`config.mk`:
```
export PLATFORM = sky130hd
export DESIGN_NAME = pipe_hazard_ctrl
export DESIGN_NICKNAME = d
export VERILOG_FILES = /design/src/rtl/pipe_hazard_ctrl_pkg.sv /design/src/rtl/pipe_fwd_unit.sv /design/src/rtl/pipe_hazard_ctrl.sv
export SDC_FILE = /design/constraint.sdc
export NUM_CORES = 1
export LEC_CHECK = 0
export BUFFER_PORTS_ARGS = -buffer_cell sky130_fd_sc_hd__buf_2
export CAP_MARGIN = 20
export CORE_MARGIN = 2
export CORE_UTILIZATION = 45
export DETAILED_ROUTE_END_ITERATION = 7
export PLACE_DENSITY = 0.85
export SLEW_MARGIN = 20
export SYNTH_ARGS = -nofsm -noshare
export SYNTH_HDL_FRONTEND = slang
export SYNTH_SLANG_ARGS = --single-unit
```
`constraint.sdc`:
```
create_clock -name clk -period 3.6 [get_ports clk]
set_input_delay 0.72 -clock clk [delete_from_list [all_inputs] [get_ports clk]]
set_output_delay 0.72 -clock clk [all_outputs]
set_load 0.02 [all_outputs]
```
`src/rtl/pipe_hazard_ctrl_pkg.sv`:
```
// Shared types and constants for the 5-stage pipeline hazard controller.
// Provides the controller state encoding and the forwarding-select helper.
package pipe_ctrl_pkg;

    typedef enum logic [1:0] {
        RUN      = 2'd0,
        MEM_WAIT = 2'd1,
        FLUSH    = 2'd2
    } pipe_state_e;

    localparam logic [1:0] FWD_RF    = 2'b00;
    localparam logic [1:0] FWD_EXMEM = 2'b10;
    localparam logic [1:0] FWD_MEMWB = 2'b01;
    localparam logic [4:0] REG_ZERO  = 5'd0;

    // Younger producer (EX/MEM) wins over MEM/WB; x0 is hard-wired and never forwards.
    function automatic logic [1:0] fwd_sel(
        input logic       ex_wr,
        input logic [4:0] ex_rd,
        input logic       wb_wr,
        input logic [4:0] wb_rd,
        input logic [4:0] rs
    );
        logic [1:0] sel;
        if (ex_wr && (ex_rd != REG_ZERO) && (ex_rd == rs)) begin
            sel = FWD_EXMEM;
        end else if (wb_wr && (wb_rd != REG_ZERO) && (wb_rd == rs)) begin
            sel = FWD_MEMWB;
        end else begin
            sel = FWD_RF;
        end
        return sel;
    endfunction

endpackage

```
`src/rtl/pipe_fwd_unit.sv`:
```
// Combinational operand-forwarding selects for both EX operands.
module pipe_fwd_unit
    import pipe_ctrl_pkg::*;
(
    input  logic       exmem_regwrite,
    input  logic [4:0] exmem_rd,
    input  logic       memwb_regwrite,
    input  logic [4:0] memwb_rd,
    input  logic [4:0] idex_rs1,
    input  logic [4:0] idex_rs2,
    output logic [1:0] fwd_a,
    output logic [1:0] fwd_b
);

    // Select the operand source for rs1 and rs2 of the instruction in EX.
    always_comb begin
        fwd_a = fwd_sel(exmem_regwrite, exmem_rd, memwb_regwrite, memwb_rd, idex_rs1);
        fwd_b = fwd_sel(exmem_regwrite, exmem_rd, memwb_regwrite, memwb_rd, idex_rs2);
    end

endmodule

```
`src/rtl/pipe_hazard_ctrl.sv`:
```
// Pipeline controller: load-use bubbles, taken-branch flushes, data-memory freeze and timeout.
// Optional performance counters are enabled with the PIPE_PERF_CNT_EN macro.
module pipe_hazard_ctrl
    import pipe_ctrl_pkg::*;
#(
    parameter int FLUSH_CYCLES = 1,
    parameter int WAIT_MAX     = 16
)(
    input  logic        clk,
    input  logic        rst,
    input  logic [4:0]  IFID_RS1_IN,
    input  logic [4:0]  IFID_RS2_IN,
    input  logic [4:0]  IDEX_RS1_IN,
    input  logic [4:0]  IDEX_RS2_IN,
    input  logic [4:0]  IDEX_RD_IN,
    input  logic        IDEX_MEMREAD_IN,
    input  logic [4:0]  EXMEM_RD_IN,
    input  logic        EXMEM_REGWRITE_IN,
    input  logic [4:0]  MEMWB_RD_IN,
    input  logic        MEMWB_REGWRITE_IN,
    input  logic        BRANCH_TAKEN_IN,
    input  logic        DMEM_REQ_IN,
    input  logic        DMEM_READY_IN,
    output logic        PC_EN_OUT,
    output logic        IFID_EN_OUT,
    output logic        IDEX_EN_OUT,
    output logic        EXMEM_EN_OUT,
    output logic        MEMWB_EN_OUT,
    output logic        IFID_FLUSH_OUT,
    output logic        IDEX_FLUSH_OUT,
    output logic        MEMWB_FLUSH_OUT,
    output logic [1:0]  FWD_A_OUT,
    output logic [1:0]  FWD_B_OUT,
`ifdef PIPE_PERF_CNT_EN
    output logic [31:0] STALL_CNT_OUT,
    output logic [31:0] FLUSH_CNT_OUT,
`endif
    output logic [1:0]  STATE_OUT,
    output logic        MEM_TIMEOUT_OUT
);

    localparam logic [7:0] WAIT_LAST  = 8'(WAIT_MAX - 1);
    localparam logic [2:0] FLUSH_INIT = 3'(FLUSH_CYCLES - 1);

    pipe_state_e state_r;
    logic [2:0]  flush_cnt_r;
    logic [7:0]  wait_cnt_r;
    logic        timeout_r;
    logic        frz_s;
    logic        hazard_s;
    logic        lu_stall_s;

    assign frz_s    = DMEM_REQ_IN & ~DMEM_READY_IN;
    assign hazard_s = IDEX_MEMREAD_IN & (IDEX_RD_IN != REG_ZERO) &
                      ((IDEX_RD_IN == IFID_RS1_IN) | (IDEX_RD_IN == IFID_RS2_IN));

    assign STATE_OUT       = state_r;
    assign MEM_TIMEOUT_OUT = timeout_r;

    pipe_fwd_unit u_fwd (
        .exmem_regwrite (EXMEM_REGWRITE_IN),
        .exmem_rd       (EXMEM_RD_IN),
        .memwb_regwrite (MEMWB_REGWRITE_IN),
        .memwb_rd       (MEMWB_RD_IN),
        .idex_rs1       (IDEX_RS1_IN),
        .idex_rs2       (IDEX_RS2_IN),
        .fwd_a          (FWD_A_OUT),
        .fwd_b          (FWD_B_OUT)
    );

    // Decode register enables and flushes from the state and current events.
    always_comb begin
        PC_EN_OUT       = 1'b1;
        IFID_EN_OUT     = 1'b1;
        IDEX_EN_OUT     = 1'b1;
        EXMEM_EN_OUT    = 1'b1;
        MEMWB_EN_OUT    = 1'b1;
        IFID_FLUSH_OUT  = 1'b0;
        IDEX_FLUSH_OUT  = 1'b0;
        MEMWB_FLUSH_OUT = 1'b0;
        lu_stall_s      = 1'b0;
        if (frz_s) begin
            // WB keeps clocking but takes a bubble so nothing retires twice.
            PC_EN_OUT       = 1'b0;
            IFID_EN_OUT     = 1'b0;
            IDEX_EN_OUT     = 1'b0;
            EXMEM_EN_OUT    = 1'b0;
            MEMWB_FLUSH_OUT = 1'b1;
        end else begin
            case (state_r)
                RUN: begin
                    if (BRANCH_TAKEN_IN) begin
                        IFID_FLUSH_OUT = 1'b1;
                        IDEX_FLUSH_OUT = 1'b1;
                    end else if (hazard_s) begin
                        PC_EN_OUT      = 1'b0;
                        IFID_EN_OUT    = 1'b0;
                        IDEX_FLUSH_OUT = 1'b1;
                        lu_stall_s     = 1'b1;
                    end else begin
                        lu_stall_s     = 1'b0;
                    end
                end
                MEM_WAIT: lu_stall_s     = 1'b0;
                FLUSH:    IFID_FLUSH_OUT = 1'b1;
                default:  lu_stall_s     = 1'b0;
            endcase
        end
    end

    // State, flush/wait counters and sticky timeout flag.
    always_ff @(posedge clk) begin
        if (rst) begin
            state_r     <= RUN;
            flush_cnt_r <= 3'd0;
            wait_cnt_r  <= 8'd0;
            timeout_r   <= 1'b0;
        end else begin
            if (frz_s && (wait_cnt_r == WAIT_LAST)) begin
                timeout_r <= 1'b1;
            end
            case (state_r)
                RUN: begin
                    if (frz_s) begin
                        state_r    <= MEM_WAIT;
                        wait_cnt_r <= 8'd1;
                    end else begin
                        wait_cnt_r <= 8'd0;
                        if (BRANCH_TAKEN_IN && (FLUSH_CYCLES > 1)) begin
                            state_r     <= FLUSH;
                            flush_cnt_r <= FLUSH_INIT;
                        end
                    end
                end
                MEM_WAIT: begin
                    if (frz_s) begin
                        if (wait_cnt_r != 8'd255) begin
                            wait_cnt_r <= wait_cnt_r + 8'd1;
                        end
                    end else begin
                        state_r    <= RUN;
                        wait_cnt_r <= 8'd0;
                    end
                end
                FLUSH: begin
                    // A freeze here pauses the flush sequence without leaving FLUSH.
                    if (frz_s) begin
                        if (wait_cnt_r != 8'd255) begin
                            wait_cnt_r <= wait_cnt_r + 8'd1;
                        end
                    end else begin
                        wait_cnt_r  <= 8'd0;
                        flush_cnt_r <= flush_cnt_r - 3'd1;
                        if (flush_cnt_r == 3'd1) begin
                            state_r <= RUN;
                        end
                    end
                end
                default: begin
                    state_r     <= RUN;
                    flush_cnt_r <= 3'd0;
                    wait_cnt_r  <= 8'd0;
                end
            endcase
        end
    end

`ifdef PIPE_PERF_CNT_EN
    // Free-running stall and IF/ID flush cycle counters.
    always_ff @(posedge clk) begin
        if (rst) begin
            STALL_CNT_OUT <= 32'd0;
            FLUSH_CNT_OUT <= 32'd0;
        end else begin
            if (frz_s || lu_stall_s) begin
                STALL_CNT_OUT <= STALL_CNT_OUT + 32'd1;
            end
            if (IFID_FLUSH_OUT) begin
                FLUSH_CNT_OUT <= FLUSH_CNT_OUT + 32'd1;
            end
        end
    end
`endif

endmodule

```
==> results of run 1 <==
[per-stage QoR]
| step | cell area, um2 | cells | power, mW | util |
|---|---|---|---|---|
| global route | 1220 | 192 | 0.361 | 0.628 |
| global placement | 1200 | 189 | 0.264 | 0.617 |
| floorplan | 918 | 111 | 0.212 | - |
| finish | 1220 | 192 | 0.343 | 0.628 |
| detailed placement | 1200 | 189 | 0.269 | 0.617 |
| CTS | 1220 | 192 | 0.345 | 0.628 |
[worst max-delay path, cell delays in order]
cell and delay [ps]:
buf_2 120, or4_1 530, o21ai_2 140, nor4_1 100, nor4_2 250, buf_2 200
[synthesized netlist by cell type]
master    count
inv_1         2
ha_1          2
a21o_1        1
nor4_2        2
nor3_1        1
nor4_1        3
xor2_1       18
and2_1        1
and4_1        1
nor3b_1       1
nor2_1        8
dfxtp_1      10
buf_4         4
nand3_1       7
xnor2_1      17
nand2_1       4
conb_1        2
o21ai_0       4
nand4_1       1
o21ai_1       1
a41oi_1       1
a31oi_1       1
o21ai_2       1
or4_1         4
mux2i_1       1
a41o_1        1
o22a_1        2
and3_1        3
or2_2         1
nand3b_1      1
a21oi_1       3
o22ai_1       1
nand2b_1      1
[flip-flops by register name, summed over array words and instances (netlist names)]
name	flops
MEM_TIMEOUT_OUT	1
STATE_OUT	1
wait_cnt_r	8
[layout make-up]
type	count	area, um2
Sequential cell	10	200
Timing Repair Buffer	55	275
Clock buffer	3	22.5
Tap cell	27	33.8
Multi-Input combinational cell	95	681
Inverter	2	7.51
Fill cell	175	722
[final timing paths]
kind | cells past startpoint | from | slack, ps | to
max | 6 | EXMEM_RD_IN[4] | 820 | FWD_B_OUT[0]
min reg2reg | 2 | MEM_TIMEOUT_OUT$_SDFFE_PP0P_ | 540 | MEM_TIMEOUT_OUT$_SDFFE_PP0P_
min | 2 | MEM_TIMEOUT_OUT$_SDFFE_PP0P_ | 540 | MEM_TIMEOUT_OUT$_SDFFE_PP0P_
max reg2reg | 5 | wait_cnt_r[0]$_SDFFE_PP0P_ | 2030 | wait_cnt_r[5]$_SDFFE_PP0P_
[metal layers]
metal	vias to the layer above	global-route usage	routed length, um
met5	-	0	0
met2	51	0.399	1340
met4	0	0.110	65
met3	7	0.0491	186
met1	467	0.188	909
li1	501	-	-
[kinds of logic (layout without fill, tap and decap cells)]
logic type / Yosys count / in the layout
buffers and inverters: 6 / 60
and+or+nand+nor: 39 / 39
muxes: 1 / 1
other: 2 / 2
DFF: 10 / 10
xor gates and xnor gates: 35 / 35
AOI/OAI and AO/OA: 16 / 16
adders and majority gates: 2 / 2
[power breakdown]
group / internal (mW) / total [mW] / switching (mW)
logic: 0.0639 / 0.139 / 0.0754
clock network: 0.0386 / 0.0761 / 0.0375
registers: 0.116 / 0.128 / 0.0113
==> run_results.csv, run 1 <==
group,metric,value,unit
floorplanning,io_pins,58,
cts,ctsResizeCount,0,
cts,cts_hold_buffers,0,
min_path,min_path_type,"register to register",
floorplanning,die_h,49.2,um
cts,cts.sinks,10,
timing,setup-violations-final,0,
routing,wire_per_inst,13.0,um
routing,totalWireLength,2.50,mm
outcome,status,"finished, final reports clean",
power,p_per_area,281,mW/mm2
floorplanning,initial_core_util,0.473,
cts,htree_levels,1,
timing,finalHoldViolCount,0,
routing,drc,0,
cts,numCtsBuffers,3,
synth,ys_ff_latch,10,
cts,clock-root-buffer,"clkbuf_4",
synth,synth_mux_area_frac,0.0109,
placed_design,routabilityCongestion,0.833,
synth,synth_compound_area_frac,0.114,
routing,dr_total_vias,1026,
setup_path,arrival,2060,ps
routing,vias_per_cell,5.34,
floorplanning,dieArea,0.00242,mm2
cells_and_area,final_cell_mix,"buf_2, xor2_1, xnor2_1",
timing,max_freq,360,MHz
setup_path,startpoint_type,"input pin",
synth,yosys-top-cells-area,"dfxtp_1, xor2_1, xnor2_1, nand3_1, buf_4",
setup_path,cp_max_fo,3,
timing,setup-tns-final,0,ps
synth,synth_top_area_frac,0.218,
routing,firstDrtPassIters,4,
global_routing,antenna_found_initial,0,
timing,timing.hold.ws,536,ps
synth,synth_top_family_by_area,"XOR/XNOR gates",
timing,timing.final.crit_share,0.772,
cts,clock_path_buffers,2,
synth,postSynthAreaPerCell,8.27,um2
synth,synthSimpleGateAreaFrac,0.247,
floorplanning,die_w,49.2,um
power,leakage,0.604,nW
synth,synth_area_leader_cell,"dfxtp_1",
floorplanning,std_cell_rows,16,
global_routing,overflow,0,
timing,rsz0062_at_grt,"false",
setup_path,worstSetupPathType,"input pin to output pin",
global_routing,grt_pass1_vias,975,
cells_and_area,antenna_cells,0,
routing,postRouteAntennaNets,0,
synth,synth_area,918,um2
setup_path,crit_path_end_kind,"output pin",
placed_design,dp_hpwl,2.14,mm
global_routing,grt_start_max_net_pins,8,
cells_and_area,drive_gt1_frac,0.376,
placed_design,dp_slack,815,ps
synth,synth_xor_area_frac,0.334,
synth,synth.distinct_cells,33,
timing,fin_ws,820,ps
global_routing,grt_use_total,0.203,
cts,post_cts_buffers,0,
timing,report.final.slew_viol_count,0,
synth,ys_seq_area_frac,0.218,
run,maxCapViolCount,0,
timing,finalClockSkew,1.26,ps
synth,yosysWarningCount,0,
synth,postSynthCellCount,111,
cells_and_area,nets,212,
cells_and_area,final_common_cell,"buf_2",
power,ir_worst_vdd,0.000356,V
placed_design,port_buffers,55,
synth,syn_nets,156,
setup_path,crit_required,2880,ps
floorplanning,design.core.area,0.00194,mm2
cells_and_area,area_growth,32.8,%
synth,synthAdderAreaFrac,0.0272,
global_routing,grt_pass1_wl,3.83,mm
cts,clock_latency,270,ps
cts,clk_pin_slew_worst_paths,60,ps
timing,period_needed,2780,ps
routing,drt_iter0_drc,10,
cts,cts_tree,"yes",
No activity file was read; power rests on OpenSTA's default activity.
==> run 2: changes to the inputs <==
- CORE_UTILIZATION: 45 -> 42
- PLACE_DENSITY: 0.85 -> 0.8
- clock period: 3.6 -> 2.71 ns (I/O delays scaled with it)
==> run 2 against run 1 <==
Compared with the run above:
- register-to-register slack got worse by 880 ps
- routed wire length is 2.5% lower
- non-clock buffer count did not move
- sequential power rose by 31%
- combinational power grew 32%
- clock power rose by 33%
- final area unchanged
- setup slack got worse by 550 ps
- clock skew increased by 3.9 ps
- total power increased by 32%
==> run_results.csv, run 2 (synthesis results as in run 1) <==
group,metric,value,unit
floorplanning,initial_core_util,0.454,
timing,finalClockSkew,5.21,ps
setup_path,r2r_setup_slack,1150,ps
placed_design,dp.cells,189,
setup_path,worstSetupPathType,"input pin to output pin",
placed_design,port_buffers,55,
cts,htree_levels,1,
cells_and_area,fillers,190,
routing,dr_total_vias,992,
global_routing,grt_start_max_net_pins,8,
timing,report.final.slew_viol_count,0,
cts,cts.sinks,10,
cts,clock_path_buffers,2,
power,power.total,0.452,mW
floorplanning,dieArea,0.00258,mm2
cts,clock_latency,270,ps
cells_and_area,final_cell_mix,"buf_2, xor2_1, xnor2_1",
timing,setup-violations-final,0,
cts,clk_pin_slew_worst_paths,60,ps
placed_design,dp_slack,261,ps
global_routing,grt_use_total,0.190,
placed_design,routabilityCongestion,0.857,
floorplanning,die_w,50.8,um
floorplanning,die_h,50.8,um
cells_and_area,ff_latch_area,200,um2
cts,cts_tree,"yes",
run,maxCapViolCount,0,
cells_and_area,final_common_cell,"buf_2",
cells_and_area,top_register,"wait_cnt_r",
cells_and_area,stdcell_count,192,
cts,ctsResizeCount,0,
global_routing,grt_pass1_wl,3.76,mm
routing,wire_per_inst,12.7,um
cells_and_area,drive_gt1_frac,0.376,
cells_and_area,nets,212,
placed_design,dp_hpwl,2.06,mm
outcome,status,"finished, final reports clean",
power,ir_worst_vdd,0.000317,V
cts,clock-root-buffer,"clkbuf_4",
placed_design,placedInstanceArea,0.00120,mm2
timing,max_freq,409,MHz
routing,firstDrtPassIters,4,
setup_path,startpoint_type,"input pin",
cells_and_area,multiInputGateArea,681,um2
cells_and_area,stdcell_area,0.00122,mm2
timing,timing.final.crit_share,0.901,
timing,rsz0062_at_grt,"false",
cts,post_cts_buffers,0,
floorplanning,design.core.area,0.00202,mm2
setup_path,cp_max_fo,3,
routing,drt_iter0_drc,12,
power,leakage,0.604,nW
timing,finalHoldViolCount,0,
routing,totalWireLength,2.43,mm
min_path,min_path_type,"register to register",
timing,setup-tns-final,0,ps
global_routing,grt_pass1_vias,899,
setup_path,crit_required,2170,ps
routing,drc,0,
cells_and_area,fin_util,0.603,
routing,vias_per_cell,5.17,
floorplanning,io_pins,58,
cts,cts_hold_buffers,0,
power,p_per_area,370,mW/mm2
global_routing,overflow,0,
setup_path,arrival,1900,ps
global_routing,antenna_found_initial,0,
cells_and_area,area_growth,32.8,%
setup_path,crit_path_end_kind,"output pin",
floorplanning,std_cell_rows,16,
timing,fin_ws,268,ps
cts,numCtsBuffers,3,
cells_and_area,antenna_cells,0,
timing,timing.hold.ws,499,ps
cells_and_area,largest_reg_flops,8,
timing,period_needed,2440,ps
routing,postRouteAntennaNets,0,
run 2: cell type report:
cell class,count,area share
timing repair buffer,55,0.226
sequential,10,0.164
tap,27,0.0277
multi-input combinational,95,0.558
inverter,2,0.00615
clock buffer,3,0.0185
run 2: worst paths after layout:
path,from,to,cells after the start
hold reg to reg,MEM_TIMEOUT_OUT$_SDFFE_PP0P_,MEM_TIMEOUT_OUT$_SDFFE_PP0P_,2
hold / removal,MEM_TIMEOUT_OUT$_SDFFE_PP0P_,MEM_TIMEOUT_OUT$_SDFFE_PP0P_,2
setup reg to reg,wait_cnt_r[0]$_SDFFE_PP0P_,wait_cnt_r[3]$_SDFFE_PP0P_,5
setup / recovery,EXMEM_RD_IN[4],FWD_A_OUT[0],6
run 2: critical path, stage by stage:
cell     delay (ps)
buf_2           130
or4_1           540
o21ai_2         150
nor4_1          100
nor4_2          250
buf_2           200
run 2: per-layer routing:
metal	track usage	share of wire	vias to the layer above
met3	0.0476	0.067	2
met1	0.207	0.40	454
met2	0.366	0.53	36
met4	0.0405	0.0045	0
li1	-	-	500
met5	0	0	-
run 2: power by group:
part	switching, mW	internal (mW)	leakage (nW)
Combinational	0.0980	0.0850	0.510
Sequential	0.0132	0.155	0.0809
Clock	0.0495	0.0513	0.0138
Total	0.161	0.291	0.604
